`src/rtl/mitm_control.sv`:
```
// ---------------------------------------------------------------------------
// mitm_control
//
// SPI man-in-the-middle. The block sits between an SPI master and an SPI
// slave and forwards all four SPI lines through the sys_clk domain with a
// fixed three-cycle latency (two synchronizer flops plus one output flop).
// While forwarding, it decodes each 20-bit frame (3-bit opcode, 9-bit
// address, 8-bit data, MSB first). Reads of TARGET_ADDR get their data field
// replaced on MISO, and writes to TARGET_ADDR get their data field replaced
// on MOSI. Every other bit, and SCLK/SS at all times, pass through unchanged.
//
// Ports:
//   sys_clk   in   system clock, at least 20x the SCLK rate
//   rst       in   asynchronous reset, active low
//   miso_in   in   MISO from the slave
//   mosi_in   in   MOSI from the master
//   sclk_in   in   SCLK from the master (idle low, sampled on rising edge)
//   ss_in     in   slave select from the master (active high)
//   miso_out  out  MISO toward the master (possibly tampered)
//   mosi_out  out  MOSI toward the slave (possibly tampered)
//   sclk_out  out  SCLK toward the slave
//   ss_out    out  SS toward the slave
// ---------------------------------------------------------------------------
module mitm_control #(
  parameter logic [8:0] TARGET_ADDR     = 9'h09A,
  parameter logic [7:0] FAKE_READ_DATA  = 8'h5A,
  parameter logic [7:0] FAKE_WRITE_DATA = 8'hFF,
  parameter logic [2:0] OP_READ         = 3'b110,
  parameter logic [2:0] OP_WRITE        = 3'b101
) (
  input  logic sys_clk,
  input  logic rst,
  input  logic miso_in,
  input  logic mosi_in,
  input  logic sclk_in,
  input  logic ss_in,
  output logic miso_out,
  output logic mosi_out,
  output logic sclk_out,
  output logic ss_out
);

  // Synchronizer stages, packed as {ss, sclk, mosi, miso}.
  logic [3:0] in_meta;
  logic [3:0] in_sync;

  logic ss_s;
  logic sclk_s;
  logic mosi_s;
  logic miso_s;

  // Edge detection state.
  logic [1:0] prime_cnt;
  logic       ss_prev;
  logic       sclk_prev;
  logic       primed;
  logic       ss_rise;
  logic       ss_fall;
  logic       sclk_rise;

  // Frame tracking state.
  logic        frame_active;
  logic [4:0]  bit_cnt;
  logic [11:0] header;
  logic        hit_read;
  logic        hit_write;
  logic        dec_read;
  logic        dec_write;

  // Output path.
  logic       window;
  logic [2:0] fake_idx;
  logic       miso_next;
  logic       mosi_next;

  assign ss_s   = in_sync[3];
  assign sclk_s = in_sync[2];
  assign mosi_s = in_sync[1];
  assign miso_s = in_sync[0];

  // Two-flop synchronizer for all four inputs.
  always_ff @(posedge sys_clk or negedge rst) begin
    if (!rst) begin
      in_meta <= '0;
      in_sync <= '0;
    end else begin
      in_meta <= {ss_in, sclk_in, mosi_in, miso_in};
      in_sync <= in_meta;
    end
  end

  // Previous-value registers for edge detection. prime_cnt counts the three
  // cycles after reset during which the synchronizer and the previous-value
  // registers still hold flushed zeros; edges seen then are artefacts of the
  // reset (e.g. SS already high mid-frame), not real transitions.
  always_ff @(posedge sys_clk or negedge rst) begin
    if (!rst) begin
      prime_cnt <= 2'd0;
      ss_prev   <= 1'b0;
      sclk_prev <= 1'b0;
    end else begin
      if (prime_cnt != 2'd3) begin
        prime_cnt <= prime_cnt + 2'd1;
      end
      ss_prev   <= ss_s;
      sclk_prev <= sclk_s;
    end
  end

  assign primed    = (prime_cnt == 2'd3);
  assign ss_rise   = primed &  ss_s   & ~ss_prev;
  assign ss_fall   = primed & ~ss_s   &  ss_prev;
  assign sclk_rise = primed &  sclk_s & ~sclk_prev;

  assign dec_read  = (header[11:9] == OP_READ)  && (header[8:0] == TARGET_ADDR);
  assign dec_write = (header[11:9] == OP_WRITE) && (header[8:0] == TARGET_ADDR);

  // Frame tracker. SS edges take priority over SCLK edges, so an SS fall in
  // the same cycle as an SCLK rise aborts the frame without counting the bit.
  // The hit flags are latched once the 12-bit header is complete and stay
  // put until the frame ends.
  always_ff @(posedge sys_clk or negedge rst) begin
    if (!rst) begin
      frame_active <= 1'b0;
      bit_cnt      <= 5'd0;
      header       <= 12'd0;
      hit_read     <= 1'b0;
      hit_write    <= 1'b0;
    end else if (ss_rise) begin
      frame_active <= 1'b1;
      bit_cnt      <= 5'd0;
      header       <= 12'd0;
      hit_read     <= 1'b0;
      hit_write    <= 1'b0;
    end else if (ss_fall) begin
      frame_active <= 1'b0;
      hit_read     <= 1'b0;
      hit_write    <= 1'b0;
    end else if (frame_active) begin
      if (sclk_rise) begin
        if (bit_cnt < 5'd12) begin
          header <= {header[10:0], mosi_s};
        end
        if (bit_cnt < 5'd20) begin
          bit_cnt <= bit_cnt + 5'd1;
        end
      end
      if (bit_cnt == 5'd12) begin
        hit_read  <= dec_read;
        hit_write <= dec_write;
      end
    end
  end

  // Substitution mux. The window closes in the very cycle an SS fall is
  // detected, so a truncated frame goes back to pass-through together with
  // the SS edge on ss_out. Within the window bit_cnt runs 12..19 and the
  // fake-data bit index is 19 - bit_cnt, which over that range equals
  // 3 - bit_cnt[2:0] in 3-bit arithmetic.
  always_comb begin
    window    = frame_active && !ss_fall &&
                (bit_cnt >= 5'd12) && (bit_cnt <= 5'd19);
    fake_idx  = 3'd3 - bit_cnt[2:0];
    miso_next = miso_s;
    mosi_next = mosi_s;
    if (window && hit_read) begin
      miso_next = FAKE_READ_DATA[fake_idx];
    end
    if (window && hit_write) begin
      mosi_next = FAKE_WRITE_DATA[fake_idx];
    end
  end

  // Output register shared by the pass-through and substituted paths, which
  // keeps all four lines on the same three-cycle alignment.
  always_ff @(posedge sys_clk or negedge rst) begin
    if (!rst) begin
      ss_out   <= 1'b0;
      sclk_out <= 1'b0;
      mosi_out <= 1'b0;
      miso_out <= 1'b0;
    end else begin
      ss_out   <= ss_s;
      sclk_out <= sclk_s;
      mosi_out <= mosi_next;
      miso_out <= miso_next;
    end
  end

endmodule

```
`config.mk`:
```
export PLATFORM = sky130hd
export DESIGN_NAME = mitm_control
export DESIGN_NICKNAME = d
export VERILOG_FILES = /design/src/rtl/mitm_control.sv
export SDC_FILE = /design/constraint.sdc
export NUM_CORES = 1
export LEC_CHECK = 0
export ABC_AREA = 1
export CORE_ASPECT_RATIO = 0.8
export CORE_MARGIN = 2
export CORE_UTILIZATION = 40
export CTS_CLUSTER_DIAMETER = 120
export DETAILED_ROUTE_END_ITERATION = 16
export GPL_TIMING_DRIVEN = 0
export HOLD_SLACK_MARGIN = 0.05
export PLACE_DENSITY = 0.56
export SETUP_SLACK_MARGIN = 0.2
export SLEW_MARGIN = 20
export SYNTH_ARGS = -nofsm -noshare
export SYNTH_HDL_FRONTEND = slang
export SYNTH_SLANG_ARGS = --single-unit
```
`constraint.sdc`:
```
create_clock -name sys_clk -period 3 [get_ports sys_clk]
set_clock_uncertainty 0.1 [all_clocks]
set_input_delay 0.6 -clock sys_clk [delete_from_list [all_inputs] [get_ports sys_clk]]
set_output_delay 0.6 -clock sys_clk [all_outputs]
set_load 0.05 [all_outputs]
```
== Word level (Yosys, flattened, before mapping) ==
Memory sizes are Yosys's and may differ from the RTL's.
Index checks and enable logic that the tools add are counted.
Storage, ports and cells
  memories: 2
  memory bits (read-only): 16
  output and inout port bits: 4
  flip-flop bits (word level): 34
  input bits: 6
Operators by class
  reduce and logical (&&, ||, !) cells: 18
  bitwise logic cells: 9
  eq/ne operators: 7
  $lt $le $gt $ge: 5
  multiplexer cells: 24
  add/sub/neg operators: 3
Memories
  (name not given): words 8, bits a word 1, read ports 1, clocked after Yosys merged registers in 0, wr ports 0, line 170  | mosi_next = FAKE_WRITE_DATA[fake_idx];
  (name not given): words 8, bits a word 1, read ports 1, clocked after Yosys merged registers in 0, wr ports 0, line 167  | miso_next = FAKE_READ_DATA[fake_idx];
Operators by type and width (count)
  2-to-1 mux 12 bit: 5
  2-to-1 mux 5 bit: 5
  2-to-1 mux 1 bit: 14
  nonzero test 2 bit: 5
  == test 9 x 8 -> 1 bit, second input constant: 1
  AND reduction 4 bit: 2
  logical AND 1 bit: 7
  AND 1 bit: 6
  == test 3 bit, second input constant: 2
  nonzero test 3 bit: 2
  adder 5 x 1 -> 5 bit, second input constant: 1
  == test 5 x 4 -> 1 bit, second input constant: 1
  >= comparator 5 x 4 -> 1 bit, second input constant: 1
  <= comparator 5 bit, second input constant: 1
  less-than comparator 5 x 4 -> 1 bit, second input constant: 1
  less-than comparator 5 bit, second input constant: 1
  less-than comparator 3 x 4 -> 1 bit, second input constant: 1
  != test 2 bit, second input constant: 2
  NOT 1 bit: 3
  subtractor 2 x 3 -> 3 bit, first input constant: 1
  adder 2 x 1 -> 2 bit, second input constant: 1
  == test 2 bit, second input constant: 1
  AND reduction 2 bit: 1
  zero test 1 bit: 1

== Depth between registers and ports, before layout ==
  depth after elaboration: 9
  mapped depth: 10
  depth with buffers taken out: 8

== Worst setup path before layout ==
Ideal clock, no wire load.
  path type: register -> register
  from: register, netlist name ss_out
  to: register header[7]
  setup time: 117 ps
  path slack: 1422 ps
  stages on the path, launching flop included: 7
  data arrival time: 1361 ps
  period minus slack after synthesis: 1578 ps
  buffers on the path: 1
  required time: 2783 ps
  path through: dfrtp_1 -> nand3_1 -> nand2_2 -> inv_4 -> buf_6 -> nand3_1 -> nand2_1
RTL lines
  to (signal assigned): line 142  | header <= {header[10:0], mosi_s};
  to (decl): line 64  | logic [11:0] header;

== Worst setup path in the final report ==
  from: register ss_out
  to: output port ss_out
RTL lines
  from (decl): line 40  | output logic ss_out
  from (signal assigned): line 183  | ss_out <= ss_s;
No word-level cell between the ends.

==> results.sh <==
export IMPL_syn_area_um2=1700
export IMPL_nets=237
export IMPL_critPathLaunch="ss_out"
export IMPL_tns_ns=0
export IMPL_cts_resized=0
export IMPL_worstMarginPinSlew_ns=0.514
export IMPL_ys_ff_latch=34
export IMPL_grt_util_met3_pct=4.22
export IMPL_drtIter0Drc=117
export IMPL_fp_dieH_um=62.3
export IMPL_drive_above_1_share_pct=11.7
export IMPL_die_area_um2=4790
export IMPL_initial_core_util_pct=41.2
export IMPL_grt_max_degree=23
export IMPL_synth_cells=212
export IMPL_r2r_start="prime_cnt[0]"
export IMPL_total_power_mw=1.16
export IMPL_final_cell_mix="nand2_1 (69), nor2_1 (35), dfrtp_1 (34), nand3_1 (24), inv_1 (20)"
export IMPL_use_met2_pct=21.8
export IMPL_synth_distinct_cells=22
export IMPL_grt_util_all_layers_pct=16.2
export IMPL_fmax_mhz=437
export IMPL_min_period_ns=2.29
export IMPL_port_buffer_count=9
export IMPL_grt_pass1_wl_um=6040
export IMPL_maxCapViolCount=0
export IMPL_cts_root_buffer="clkbuf_8"
export IMPL_dp_hpwl_um=2340
export IMPL_grt_remaining_overflow=0
export IMPL_cts_reportedPaths_clkPinSlew_ns=0.07
export IMPL_cp_data_required_time_ns=2.30
export IMPL_slew_headroom_pct=65.6
export IMPL_p_clk_share_pct=30.2
export IMPL_path_delay_family="buffers and inverters"
export IMPL_grt_setup_unrepaired="no"
export IMPL_finalNonFillerCells=287
export IMPL_final_common_cell="nand2_1"
export IMPL_area_growth_pct=16.4
export IMPL_ys_seq_area_share_pct=50.0
export IMPL_antenna_found_initial=0
export IMPL_finalSetupViolations=0
export IMPL_wire_per_inst_um=11.2
export IMPL_postCtsSetupRepairBufs=0
export IMPL_firstDrtPassIters=4
export IMPL_crit_type="reg2out"
export IMPL_postRouteAntennaNets=0
export IMPL_row_count=21
export IMPL_critical_path_buf_inv_count=1
export IMPL_yosysWarnings=0
export IMPL_grt_util_met1_pct=24.9
export IMPL_boundaryPins=10
export IMPL_postSynthAreaPerCell_um2=8.02
export IMPL_internal_power_mw=0.798
export IMPL_cts_made_buffers=5
export IMPL_cpPeakStageDelay_ns=0.85
export IMPL_switching_power_mw=0.362
export IMPL_cts_sinks=34
export IMPL_vias=1295
export IMPL_dp_cells=279
export IMPL_finalHoldViolCount=0
export IMPL_h_tree_depth=2
export IMPL_whs_ns=0.117
export IMPL_grt_pass1_vias=1295
export IMPL_cp_start_kind="flop"
export IMPL_insertedDiodeCount=0
export IMPL_power_frac_comb_pct=22.2
export IMPL_worstSkewPairLatency_ns=0.28
export IMPL_min_path_type="in2async"
export IMPL_power_leakage_nw=0.999
export IMPL_tritoncts="done"
export IMPL_status="completed"
export IMPL_p_per_area_nw_per_um2=586
export IMPL_postCtsHoldBufs=0
export IMPL_syn_num_nets=220
export IMPL_drc=0
export IMPL_vias_per_cell=4.51
export IMPL_crit_chain="clkdlybuf4s50_1"
export IMPL_die_w_um=76.9
export IMPL_cp_data_arrival_time_ns=1.59
export IMPL_cp_end_kind="output pin"
export IMPL_critPathMaxFanout=5
export IMPL_core_um2=4130
export IMPL_busiest_layer="met1"
export IMPL_power_share_sequential_pct=47.5
export IMPL_clock_path_buffers=2
export IMPL_ir_drop_mv=0.363
export IMPL_fin_crit_sh_pct=76.4
export IMPL_final_max_slew_violation_count=0
export IMPL_gp_congestion=0.823
export IMPL_cpMaxStageDelayCell="clkdlybuf4s50_1"
export IMPL_drt_total_wl_um=3220
export IMPL_switching_share_pct=31.2
==> final timing paths <==
| check | endpoint | slack (ns) | cells past startpoint |
|---|---|---|---|
| setup / recovery | ss_out | 0.71 | 1 |
| hold reg to reg | in_sync[0] | 0.25 | 0 |
| hold / removal | header[10] | 0.12 | 1 |
| max in group asynchronous | header[2] | 2.27 | 2 |
| min in group sys_clk | in_sync[0] | 0.25 | 0 |
| setup reg to reg | bit_cnt[1] | 1.33 | 7 |
==> power groups by stage <==
stage	sequential, mW	combinational [mW]	clock (mW)
final	0.551	0.258	0.351
after detailed placement	0.560	0.260	0
after global routing	0.560	0.303	0.386
after CTS	0.552	0.261	0.367
after floorplan	0.559	0.191	0
after global placement	0.559	0.255	0
==> logic make-up (layout without fill, tap and decap cells) <==
group                    after synthesis  count (layout)  synth area share, %
AO/OA/AOI/OAI                          3               3                 1.55
XOR/XNOR                               3               3                 1.55
adder cells (fa/ha/maj)                2               2                 1.47
buffers and inverters                 29              47                 8.98
flip-flops                            34              34                 50.0
multiplexers                           1               1                0.662
AND/OR/NAND/NOR                      140             140                 35.8
==> layer usage <==
metal  wire length, µm  part of all wire [%]  up-vias
met5                 0                     0        -
met4                22                  0.68        0
met3                73                   2.3        2
met2              1280                    40       12
met1              1850                    57      599
li1                  -                     -      682
==> synth_stat cells <==
library cell / n / area, µm²
dfrtp_1: 34 / 851
nand3_4: 1 / 17.5
mux2_2: 1 / 11.3
nand3_1: 24 / 120
inv_4: 1 / 6.26
ha_1: 2 / 25.0
nor3_1: 1 / 5.00
nand2_2: 4 / 25.0
buf_6: 5 / 56.3
nand4_1: 2 / 12.5
inv_1: 20 / 75.1
nor2_4: 1 / 11.3
nor2_1: 35 / 131
nand2_4: 1 / 11.3
nand3b_1: 2 / 15.0
inv_2: 1 / 3.75
nand2_1: 69 / 259
xnor2_1: 3 / 26.3
buf_4: 1 / 7.51
clkbuf_1: 1 / 3.75
o21ai_4: 1 / 16.3
o21ai_0: 2 / 10.0
==> state kept, by name, summed over array words and instances (netlist names) <==
signal	cells
header	12
prime_cnt	2
in_meta	4
hit_read	1
in_sync	4
hit_write	1
miso_out	1
bit_cnt	5
mosi_out	1
ss_out	1
sclk_out	1
frame_active	1
==> per-stage QoR <==
stage	utilization (%)	instance area [µm²]	worst slack, ns
after global routing	48.0	1980	0.663
after global placement	45.1	1860	0.442
final	48.0	1980	0.709
after floorplan	-	1700	1.42
after detailed placement	45.7	1880	1.00
after CTS	48.0	1980	0.695
==> layout make-up <==
cell class                 instances  area [µm²]
clock inverter                     2        12.5
clock buffer                       6        82.6
inverter                          22        85.1
tap                               57        71.3
sequential                        34         851
timing repair buffer              10         113
buffer                             7        67.6
fill                             426        2150
multi-input combinational        149         697
No activity file was read; power rests on OpenSTA's default activity.
